File: src/rtl/ifmem_bus_arbiter_if.sv
// Signal bundle shared by the IF/MEM requesters, the IF/MEM bus arbiter and the system-bus slave.
// "slave" is the arbiter's view; "master" is the view of whoever drives requests and models the bus slave.
interface ifmem_bus_arbiter_if #(
   parameter int ADDR_W = 32,
   parameter int DATA_W = 32
);
   logic              if_req_i;
   logic [ADDR_W-1:0] if_addr_i;
   logic [DATA_W-1:0] if_rdata_o;
   logic              if_ack_o;
   logic              if_err_o;
   logic              mem_req_i;
   logic              mem_we_i;
   logic [ADDR_W-1:0] mem_addr_i;
   logic [DATA_W-1:0] mem_wdata_i;
   logic [3:0]        mem_sel_i;
   logic [DATA_W-1:0] mem_rdata_o;
   logic              mem_ack_o;
   logic              mem_err_o;
   logic              flush_i;
   logic              bus_req_o;
   logic              bus_we_o;
   logic [ADDR_W-1:0] bus_addr_o;
   logic [DATA_W-1:0] bus_wdata_o;
   logic [3:0]        bus_sel_o;
   logic              bus_ack_i;
   logic [DATA_W-1:0] bus_rdata_i;
   logic              stallreq_if_o;
   logic              stallreq_mem_o;

   modport slave (
      input  if_req_i, if_addr_i, mem_req_i, mem_we_i, mem_addr_i, mem_wdata_i, mem_sel_i,
             flush_i, bus_ack_i, bus_rdata_i,
      output if_rdata_o, if_ack_o, if_err_o, mem_rdata_o, mem_ack_o, mem_err_o,
             bus_req_o, bus_we_o, bus_addr_o, bus_wdata_o, bus_sel_o,
             stallreq_if_o, stallreq_mem_o
   );

   modport master (
      output if_req_i, if_addr_i, mem_req_i, mem_we_i, mem_addr_i, mem_wdata_i, mem_sel_i,
             flush_i, bus_ack_i, bus_rdata_i,
      input  if_rdata_o, if_ack_o, if_err_o, mem_rdata_o, mem_ack_o, mem_err_o,
             bus_req_o, bus_we_o, bus_addr_o, bus_wdata_o, bus_sel_o,
             stallreq_if_o, stallreq_mem_o
   );
endinterface

File: src/rtl/ifmem_bus_arbiter.sv
// Shares the single system-bus master port between instruction fetch and data access,
// one outstanding transfer at a time, with timeout abort and fetch-result discard on flush.
module ifmem_bus_arbiter #(
   parameter int ADDR_W      = 32,
   parameter int DATA_W      = 32,
   parameter int TIMEOUT_CYC = 255
) (
   input logic                clk,
   input logic                rst,
   ifmem_bus_arbiter_if.slave arb
);
   typedef enum logic [1:0] {IDLE, IF_XFER, MEM_XFER} state_t;

   localparam logic [15:0]       TO_LAST   = 16'(TIMEOUT_CYC - 1);
   localparam logic [DATA_W-1:0] ZERO_DATA = '0;

   state_t            state;
   state_t            state_next;
   logic              discard;
   logic              fair_if;
   logic [15:0]       wait_cnt;
   logic              bus_req_q;
   logic              bus_we_q;
   logic [ADDR_W-1:0] bus_addr_q;
   logic [DATA_W-1:0] bus_wdata_q;
   logic [3:0]        bus_sel_q;
   logic              in_xfer;
   logic              bus_done;
   logic              timed_out;
   logic              xfer_end;
   logic              grant_mem;
   logic              grant_if;
   logic              kill_fetch;
   logic              if_ack;
   logic              if_err;
   logic              mem_ack;
   logic              mem_err;
   logic [ADDR_W-1:0] addr_next;
   logic [DATA_W-1:0] wdata_next;
   logic [3:0]        sel_next;
   logic              we_next;

   assign in_xfer    = (state != IDLE);
   assign bus_done   = in_xfer & arb.bus_ack_i;
   assign timed_out  = in_xfer & ~arb.bus_ack_i & (wait_cnt == TO_LAST);
   assign xfer_end   = bus_done | timed_out;
   // MEM wins unless the previous MEM transfer ended while IF was already waiting.
   assign grant_mem  = arb.mem_req_i & ~(fair_if & arb.if_req_i);
   assign grant_if   = ~grant_mem & arb.if_req_i;
   assign kill_fetch = discard | arb.flush_i;

   assign addr_next  = grant_mem ? arb.mem_addr_i  : arb.if_addr_i;
   assign wdata_next = grant_mem ? arb.mem_wdata_i : ZERO_DATA;
   assign sel_next   = grant_mem ? arb.mem_sel_i   : 4'b1111;
   assign we_next    = grant_mem & arb.mem_we_i;

   always_ff @(posedge clk) begin
      if (!rst) begin
         state <= IDLE;
      end else begin
         state <= state_next;
      end
   end

   always_comb begin
      state_next = state;
      case (state)
         IDLE: begin
            if (grant_mem) begin
               state_next = MEM_XFER;
            end else if (grant_if) begin
               state_next = IF_XFER;
            end
         end
         IF_XFER, MEM_XFER: begin
            if (xfer_end) begin
               state_next = IDLE;
            end
         end
         default: state_next = IDLE;
      endcase
   end

   // Completion pulses are gated by reset so an abandoned transfer never reports back.
   always_comb begin
      if_ack  = 1'b0;
      if_err  = 1'b0;
      mem_ack = 1'b0;
      mem_err = 1'b0;
      if (rst) begin
         case (state)
            IF_XFER: begin
               if_ack = arb.bus_ack_i & ~kill_fetch;
               if_err = timed_out & ~kill_fetch;
            end
            MEM_XFER: begin
               mem_ack = arb.bus_ack_i;
               mem_err = timed_out;
            end
            default: ;
         endcase
      end
   end

   always_ff @(posedge clk) begin
      if (!rst) begin
         bus_req_q   <= 1'b0;
         bus_we_q    <= 1'b0;
         bus_addr_q  <= '0;
         bus_wdata_q <= '0;
         bus_sel_q   <= '0;
         discard     <= 1'b0;
         fair_if     <= 1'b0;
         wait_cnt    <= '0;
      end else if (state == IDLE) begin
         wait_cnt <= '0;
         discard  <= grant_if & arb.flush_i;
         if (grant_mem | grant_if) begin
            bus_req_q   <= 1'b1;
            bus_we_q    <= we_next;
            bus_addr_q  <= addr_next;
            bus_wdata_q <= wdata_next;
            bus_sel_q   <= sel_next;
         end
         if (grant_if) begin
            fair_if <= 1'b0;
         end
      end else if (xfer_end) begin
         bus_req_q <= 1'b0;
         discard   <= 1'b0;
         if ((state == MEM_XFER) && arb.if_req_i) begin
            fair_if <= 1'b1;
         end
      end else begin
         wait_cnt <= wait_cnt + 16'd1;
         if ((state == IF_XFER) && arb.flush_i) begin
            discard <= 1'b1;
         end
      end
   end

   assign arb.bus_req_o      = bus_req_q;
   assign arb.bus_we_o       = bus_we_q;
   assign arb.bus_addr_o     = bus_addr_q;
   assign arb.bus_wdata_o    = bus_wdata_q;
   assign arb.bus_sel_o      = bus_sel_q;
   assign arb.if_ack_o       = if_ack;
   assign arb.if_err_o       = if_err;
   assign arb.if_rdata_o     = if_ack ? arb.bus_rdata_i : ZERO_DATA;
   assign arb.mem_ack_o      = mem_ack;
   assign arb.mem_err_o      = mem_err;
   assign arb.mem_rdata_o    = mem_ack ? arb.bus_rdata_i : ZERO_DATA;
   assign arb.stallreq_if_o  = arb.if_req_i & ~if_ack;
   assign arb.stallreq_mem_o = arb.mem_req_i & ~mem_ack;
endmodule

File: src/flat_wrapper.sv
// flat-port wrapper written by rule: the top's interface ports become plain ports
module ifmem_bus_arbiter_flat 
#(
   parameter int ADDR_W      = 32,
   parameter int DATA_W      = 32,
   parameter int TIMEOUT_CYC = 255
)
  (clk, rst, arb_if_req_i, arb_if_addr_i, arb_mem_req_i, arb_mem_we_i, arb_mem_addr_i, arb_mem_wdata_i, arb_mem_sel_i, arb_flush_i, arb_bus_ack_i, arb_bus_rdata_i, arb_if_rdata_o, arb_if_ack_o, arb_if_err_o, arb_mem_rdata_o, arb_mem_ack_o, arb_mem_err_o, arb_bus_req_o, arb_bus_we_o, arb_bus_addr_o, arb_bus_wdata_o, arb_bus_sel_o, arb_stallreq_if_o, arb_stallreq_mem_o);
  ifmem_bus_arbiter_if #(.ADDR_W(ADDR_W), .DATA_W(DATA_W)) arb_i ();
  input logic clk;
  input logic rst;
  input wire logic [$bits(arb_i.if_req_i)-1:0] arb_if_req_i;
  input wire logic [$bits(arb_i.if_addr_i)-1:0] arb_if_addr_i;
  input wire logic [$bits(arb_i.mem_req_i)-1:0] arb_mem_req_i;
  input wire logic [$bits(arb_i.mem_we_i)-1:0] arb_mem_we_i;
  input wire logic [$bits(arb_i.mem_addr_i)-1:0] arb_mem_addr_i;
  input wire logic [$bits(arb_i.mem_wdata_i)-1:0] arb_mem_wdata_i;
  input wire logic [$bits(arb_i.mem_sel_i)-1:0] arb_mem_sel_i;
  input wire logic [$bits(arb_i.flush_i)-1:0] arb_flush_i;
  input wire logic [$bits(arb_i.bus_ack_i)-1:0] arb_bus_ack_i;
  input wire logic [$bits(arb_i.bus_rdata_i)-1:0] arb_bus_rdata_i;
  output wire logic [$bits(arb_i.if_rdata_o)-1:0] arb_if_rdata_o;
  output wire logic [$bits(arb_i.if_ack_o)-1:0] arb_if_ack_o;
  output wire logic [$bits(arb_i.if_err_o)-1:0] arb_if_err_o;
  output wire logic [$bits(arb_i.mem_rdata_o)-1:0] arb_mem_rdata_o;
  output wire logic [$bits(arb_i.mem_ack_o)-1:0] arb_mem_ack_o;
  output wire logic [$bits(arb_i.mem_err_o)-1:0] arb_mem_err_o;
  output wire logic [$bits(arb_i.bus_req_o)-1:0] arb_bus_req_o;
  output wire logic [$bits(arb_i.bus_we_o)-1:0] arb_bus_we_o;
  output wire logic [$bits(arb_i.bus_addr_o)-1:0] arb_bus_addr_o;
  output wire logic [$bits(arb_i.bus_wdata_o)-1:0] arb_bus_wdata_o;
  output wire logic [$bits(arb_i.bus_sel_o)-1:0] arb_bus_sel_o;
  output wire logic [$bits(arb_i.stallreq_if_o)-1:0] arb_stallreq_if_o;
  output wire logic [$bits(arb_i.stallreq_mem_o)-1:0] arb_stallreq_mem_o;
  assign arb_i.if_req_i = arb_if_req_i;
  assign arb_i.if_addr_i = arb_if_addr_i;
  assign arb_i.mem_req_i = arb_mem_req_i;
  assign arb_i.mem_we_i = arb_mem_we_i;
  assign arb_i.mem_addr_i = arb_mem_addr_i;
  assign arb_i.mem_wdata_i = arb_mem_wdata_i;
  assign arb_i.mem_sel_i = arb_mem_sel_i;
  assign arb_i.flush_i = arb_flush_i;
  assign arb_i.bus_ack_i = arb_bus_ack_i;
  assign arb_i.bus_rdata_i = arb_bus_rdata_i;
  assign arb_if_rdata_o = arb_i.if_rdata_o;
  assign arb_if_ack_o = arb_i.if_ack_o;
  assign arb_if_err_o = arb_i.if_err_o;
  assign arb_mem_rdata_o = arb_i.mem_rdata_o;
  assign arb_mem_ack_o = arb_i.mem_ack_o;
  assign arb_mem_err_o = arb_i.mem_err_o;
  assign arb_bus_req_o = arb_i.bus_req_o;
  assign arb_bus_we_o = arb_i.bus_we_o;
  assign arb_bus_addr_o = arb_i.bus_addr_o;
  assign arb_bus_wdata_o = arb_i.bus_wdata_o;
  assign arb_bus_sel_o = arb_i.bus_sel_o;
  assign arb_stallreq_if_o = arb_i.stallreq_if_o;
  assign arb_stallreq_mem_o = arb_i.stallreq_mem_o;
  ifmem_bus_arbiter #(.ADDR_W(ADDR_W), .DATA_W(DATA_W), .TIMEOUT_CYC(TIMEOUT_CYC)) u_core (.clk(clk), .rst(rst), .arb(arb_i));
endmodule
File: config.mk
export PLATFORM = sky130hd
export DESIGN_NAME = ifmem_bus_arbiter_flat
export DESIGN_NICKNAME = d
export VERILOG_FILES = /design/src/rtl/ifmem_bus_arbiter_if.sv /design/src/rtl/ifmem_bus_arbiter.sv /design/src/flat_wrapper.sv
export SDC_FILE = /design/constraint.sdc
export NUM_CORES = 1
export LEC_CHECK = 0
export CAP_MARGIN = 20
export CORE_MARGIN = 2
export CORE_UTILIZATION = 37
export CTS_CLUSTER_SIZE = 24
export DETAILED_ROUTE_END_ITERATION = 16
export GPL_TIMING_DRIVEN = 0
export PLACE_DENSITY = 0.91
export SLEW_MARGIN = 20
export SYNTH_ARGS = -nofsm -noshare
export SYNTH_HDL_FRONTEND = slang
export SYNTH_SLANG_ARGS = --single-unit
File: constraint.sdc
create_clock -name clk -period 2.75 [get_ports clk]
set_input_delay 0.4125 -clock clk [delete_from_list [all_inputs] [get_ports clk]]
set_output_delay 0.4125 -clock clk [all_outputs]
set_load 0.02 [all_outputs]
==> flow_metrics.py, run 1 <==
metrics = {
    "run_status": {
        "status": "completed",
    },
    "cts": {
        "cts.clk_slew.worst_paths_ns": 0.07,
        "clock_path_buffers": 2,
        "cts_sinks": 90,
        "htreeDepth": 3,
        "root_buffer": "clkbuf_16",
        "cts_inserted_buffers": 9,
        "post_cts_hold_buffer_count": 0,
        "cts_tree": "done",
        "clkLatencyLatePin_ns": 0.34,
    },
    "sta": {
        "fin_ws_ns": 0.0807,
        "finalSetupViolCount": 0,
        "clock_skew_ns": 0.00745,
        "finalHoldViolCount": 0,
        "holdWs_ns": 0.465,
        "worstMarginPinSlew_ns": 0.624,
        "finalCriticalPeriod_ns": 2.67,
        "relSlewSlack_pct": 58.4,
        "period_share_pct": 97.1,
        "slew_viol_final": 0,
        "fmax_ghz": 0.375,
        "rsz0062_at_grt": "true",
    },
    "power_and_ir_drop": {
        "cellPowerDensity_mw_per_mm2": 704,
        "ir_worst_vdd_mv": 0.431,
        "power.leakage_uw": 0.00407,
    },
    "global_routing": {
        "grt_max_degree": 17,
        "grt-ovfl-total": 0,
        "grt_pass1_vias": 4920,
        "grt_pass1_wl_um": 24700,
        "antenna_found_initial": 0,
        "grt.total_usage_pct": 24.0,
    },
    "route": {
        "route.detailed.drc": 0,
        "vias_per_cell": 5.29,
        "postRouteAntennaNets": 0,
        "dr.pass1.iters": 4,
        "drtIter0Drc": 214,
        "post_drt_wl_per_cell_um": 17.5,
        "wl_um": 16400,
        "routed-via-count": 4948,
    },
    "layout": {
        "nets": 929,
        "syn2layout_area_growth_pct": 75.8,
        "final_common_cell": "clkdlybuf4s50_1",
        "final_cell_mix": "clkdlybuf4s50_1 (215), dfxtp_1 (86), nand2_1 (47)",
        "drive_gt1_share_pct": 8.75,
        "antennaDiodeCount": 0,
    },
    "synth": {
        "synth_cell_type_count": 46,
        "yosysWarnings": 0,
        "seq_area_frac_synth_pct": 40.0,
        "synth_edf_count": 0,
        "syn-cell-area_mm2": 0.00450,
        "ys_seq_elements": 90,
        "syn_nets": 635,
        "synth_cells": 491,
        "synth_flop_cell": "dfxtp_1",
        "postSynthAreaPerCell_um2": 9.17,
        "async_reset_ff_share_pct": 0,
    },
    "critical_path": {
        "cp_top_family": "simple AND/OR/NAND/NOR gates",
        "cp.buffers_inverters": 4,
        "crit_slowest_cell": "or4_4",
        "startpoint_type": "flip-flop",
        "slowest_delay_ns": 0.46,
        "ff2ff_path_depth": 9,
        "crit_path_frequent_cell": "buf_6",
        "crit_chain": "inv_1 > ha_2 > or4_4 > nor4_4 > buf_6 > buf_12 > and3_4 > buf_6",
        "cp.depth": 8,
        "critPathArrivalTime_ns": 2.26,
        "crit_type": "flip-flop to output port",
        "worst_ep_required_time_ns": 2.34,
        "cp-end-kind": "output port",
        "worst-path-max-fanout": 10,
    },
    "placed_design": {
        "port-buffer-count": 276,
        "gp_congestion": 0.880,
        "dp_hpwl_um": 12700,
        "place_ws_ns": -0.683,
    },
    "floorplan": {
        "die_x_um": 114,
        "start_util_pct": 37.7,
        "ios": 279,
        "rows": 40,
        "die_area_mm2": 0.0131,
        "core_area_mm2": 0.0120,
        "die_h_um": 114,
    },
    "flow_run": {
        "drv_cap": 0,
    },
    "worst_hold_path": {
        "hp-class": "flip-flop to flip-flop",
        "hold_depth": 2,
    },
}
-- sequential cells by signal, summed over array words and instances (netlist names) --
name	flops
u_core.arb.bus_wdata_o	32
u_core.arb.bus_we_o	1
u_core.state	2
u_core.arb.bus_req_o	1
u_core.arb.bus_addr_o	32
u_core.wait_cnt	16
u_core.discard	1
u_core.fair_if	1
u_core.arb.bus_sel_o	4
-- metrics by stage --
step / setup TNS [ns] / cell area [µm²] / utilization [%] / cells / total power (µW)
3_5_place_dp: -27.45 / 7450 / 62.3 / 914 / 4290
6_report: 0 / 7920 / 66.2 / 936 / 5570
4_1_cts: 0 / 7800 / 65.2 / 934 / 5600
5_1_grt: -0.0378 / 7920 / 66.2 / 936 / 5900
3_3_place_gp: -29.33 / 7450 / 62.3 / 914 / 4260
2_1_floorplan: 0 / 4500 / - / 491 / 3150
-- kinds of logic after synthesis --
| family | after synthesis | share of synthesized area [%] |
|---|---|---|
| buffers and inverters | 52 | 5.25 |
| adder cells (fa/ha/maj) | 5 | 1.39 |
| flip-flops | 90 | 40.0 |
| AO/OA/AOI/OAI | 109 | 19.4 |
| multiplexers | 35 | 7.78 |
| AND/OR/NAND/NOR | 200 | 26.2 |
-- where the power goes --
| group | leakage [µW] | internal [µW] | switching (µW) |
|---|---|---|---|
| Clock | 0.000140 | 713 | 544 |
| Combinational | 0.00318 | 1170 | 1400 |
| Sequential | 0.000743 | 1590 | 158 |
| Total | 0.00407 | 3470 | 2100 |
-- worst register-to-register path, stage by stage, from the launching register on --
cell and delay (ns):
dfxtp_2 0.34, inv_1 0.06, ha_2 0.21, or4_4 0.46, nor4_4 0.28, buf_6 0.16, buf_4 0.09, buf_4 0.14
a21oi_1 0.13, o211a_1 0.23
-- what timing repair did --
action                                  CTS  global route
cloned                                    0             0
hold endpoints to repair                  0             0
buffers inserted                          5             2
pin swaps                                 3             2
endpoints found under the setup margin   68            39
resized for setup                        48            45
-- worst paths after layout --
path                     endpoint            startpoint  slack, ns
max                  arb_if_err_o       u_core.state[0]       0.08
min          u_core.arb.bus_req_o  u_core.arb.bus_req_o       0.47
max reg2reg    u_core.wait_cnt[1]       u_core.state[0]       0.54
min reg2reg  u_core.arb.bus_req_o  u_core.arb.bus_req_o       0.47
-- final cells by class --
type                    instances  area, µm²
plain buffers                  46        224
clock buffers                   9        225
clock inverters                 6       73.8
fillers                       993       4040
inverters                       6       22.5
multi-input cells             349       2500
flip-flops and latches         90       1810
well taps                     147        184
repair buffers                283       2880
-- per-layer routing --
layer | vias to the layer above | GRT usage [%] | share of wire [%] | wire length [µm]
li1 | 2382 | - | - | -
met1 | 2301 | 24.9 | 36 | 5910
met2 | 235 | 44.6 | 52 | 8550
met3 | 30 | 7.46 | 9.1 | 1490
met4 | 0 | 10.3 | 2.7 | 450
met5 | - | 0 | 0 | 0
-- synth_stat cells (all sizes together), types with 2 or more instances --
cell,instances,area (µm²)
nor3,2,10.0
or4,13,111
nor2b,38,238
inv,6,22.5
nand2b,2,12.5
o221a,4,45.0
nor4,4,40.0
ha,5,62.6
nand2,47,176
o211ai,3,22.5
nand4,6,37.5
and2,36,225
buf,12,86.3
a21boi,2,15.0
mux2i,35,350
and3,33,209
nor2,2,7.51
and4,2,17.5
clkbuf,34,128
a21oi,13,65.1
o21ai,5,25.0
o31ai,9,67.6
a22oi,33,248
nand3,10,50.1
dfxtp,90,1800
o211a,33,330
(Power assumes the default switching activity.)
==> run 2, diff against run 1 <==
--- a/constraint.sdc
+++ b/constraint.sdc
@@ -3,2 +3,2 @@
 set_output_delay 0.4125 -clock clk [all_outputs]
-set_load 0.02 [all_outputs]
+set_load 0.01 [all_outputs]
==> flow_metrics.py, run 2 (synthesis results as in run 1) <==
metrics = {
    "run_status": {
        "status": "completed",
    },
    "sta": {
        "finalHoldViolCount": 0,
        "fin_ws_ns": 0.100,
        "period_share_pct": 96.4,
        "fmax_ghz": 0.377,
        "relSlewSlack_pct": 58.8,
        "clock_skew_ns": 0.00839,
        "finalSetupViolCount": 0,
        "finalCriticalPeriod_ns": 2.65,
        "slew_viol_final": 0,
        "worstMarginPinSlew_ns": 0.617,
    },
    "route": {
        "vias_per_cell": 5.30,
        "post_drt_wl_per_cell_um": 17.4,
        "route.detailed.drc": 0,
        "dr.pass1.iters": 4,
        "drtIter0Drc": 192,
        "wl_um": 16300,
        "routed-via-count": 4964,
        "postRouteAntennaNets": 0,
    },
    "critical_path": {
        "cp-end-kind": "output port",
        "crit_type": "flip-flop to output port",
        "startpoint_type": "flip-flop",
        "cp.buffers_inverters": 4,
        "crit_slowest_cell": "or4_4",
        "slowest_delay_ns": 0.45,
        "worst-path-max-fanout": 10,
        "worst_ep_required_time_ns": 2.34,
        "critPathArrivalTime_ns": 2.24,
        "cp_top_family": "simple AND/OR/NAND/NOR gates",
        "crit_chain": "inv_1 > ha_2 > or4_4 > nor4_4 > buf_6 > buf_12 > and3_1 > buf_2",
        "worst-r2r-setup-slack_ns": 0.56,
    },
    "layout": {
        "nets": 930,
        "fillerInstances": 992,
        "multi_input_area_mm2": 0.00250,
        "syn2layout_area_growth_pct": 75.1,
        "final_cell_mix": "clkdlybuf4s50_1 (266), dfxtp_1 (86), nand2_1 (47)",
        "drive_gt1_share_pct": 8.73,
        "ff_latch_area_mm2": 0.00181,
        "final_common_cell": "clkdlybuf4s50_1",
        "antennaDiodeCount": 0,
    },
    "cts": {
        "root_buffer": "clkbuf_16",
        "clkLatencyLatePin_ns": 0.34,
        "cts_inserted_buffers": 9,
        "cts_tree": "done",
        "cts.clk_slew.worst_paths_ns": 0.07,
        "clock_path_buffers": 2,
        "cts_sinks": 90,
        "htreeDepth": 3,
        "post_cts_hold_buffer_count": 0,
    },
    "global_routing": {
        "antenna_found_initial": 0,
        "grt-ovfl-total": 0,
        "grt_pass1_wl_um": 24700,
        "grt.total_usage_pct": 24.0,
        "grt_max_degree": 17,
        "grt_pass1_vias": 4921,
    },
    "floorplan": {
        "rows": 40,
        "die_x_um": 114,
        "die_h_um": 114,
        "ios": 279,
        "die_area_mm2": 0.0131,
        "core_area_mm2": 0.0120,
        "start_util_pct": 37.7,
    },
    "placed_design": {
        "port-buffer-count": 276,
        "dp_hpwl_um": 12700,
        "gp_congestion": 0.880,
        "place_ws_ns": -0.616,
    },
    "power_and_ir_drop": {
        "power.leakage_uw": 0.00344,
        "ir_worst_vdd_mv": 0.385,
        "total_power_uw": 5380,
        "cellPowerDensity_mw_per_mm2": 683,
    },
    "flow_run": {
        "drv_cap": 0,
    },
    "worst_hold_path": {
        "hp-class": "flip-flop to flip-flop",
    },
}
[run 2: cell count changes in the layout (fill, tap and decap cells not counted), moves of 2 or more]
cell	previous run	this run
clkdlybuf4s50_1	215	266
clkbuf_2	5	1
buf_2	8	10
dlygate4sd2_1	23	0
clkbuf_4	1	5
dlymetal6s2s_1	36	8
[run 2: area by class of cell]
| type | count | share of cell area [%] |
|---|---|---|
| Buffer | 46 | 2.97 |
| Timing Repair Buffer | 284 | 36.0 |
| Clock buffer | 9 | 2.86 |
| Clock inverter | 6 | 0.936 |
| Sequential cell | 90 | 22.9 |
| Inverter | 6 | 0.286 |
| Tap cell | 147 | 2.33 |
| Multi-Input combinational cell | 349 | 31.7 |
[run 2: final timing paths]
| check | depth (start not counted) | endpoint | start |
|---|---|---|---|
| setup reg to reg | 9 | u_core.wait_cnt[1] | u_core.state[0] |
| hold / removal | 2 | u_core.arb.bus_req_o | u_core.arb.bus_req_o |
| setup / recovery | 8 | arb_if_err_o | u_core.state[0] |
| hold reg to reg | 2 | u_core.arb.bus_req_o | u_core.arb.bus_req_o |
[run 2: where the power goes]
part | switching [µW] | total (µW) | internal (µW)
Combinational | 1180 | 2380 | 1200
Clock | 548 | 1260 | 713
Sequential | 157 | 1750 | 1590
[run 2: routing by layer]
metal | global-route usage (%) | part of all wire (%)
met2 | 44.6 | 52
met3 | 7.46 | 9.0
met5 | 0 | 0
met4 | 10.3 | 3.0
met1 | 24.9 | 36
[run 2: tightest hold or removal path, delay by kind of cell (launching register included)]
kind	cells	cell delay (ns)
flip-flops	1	0.31
AND/OR/NAND/NOR	1	0.05
AO/OA/AOI/OAI	1	0.06
[run 2: repair_timing]
| action | 4_1_cts | 5_1_grt |
|---|---|---|
| pin swaps | 3 | 3 |
| buffers inserted | 6 | 2 |
| resized for setup | 23 | 25 |
| endpoints found under the setup margin | 67 | 49 |
[run 2: through the flow]
step                      TNS (ns)  utilization [%]  hold WS (ns)  cells  area [µm²]
after detailed placement    -23.05             62.3         0.459    914        7450
after CTS                        0             65.4         0.467    935        7830
final                            0             65.9         0.465    937        7890
after floorplan                  0                -         0.420    491        4500
after global placement      -24.93             62.3         0.440    914        7450
after global routing      -0.00445             65.9         0.496    937        7890
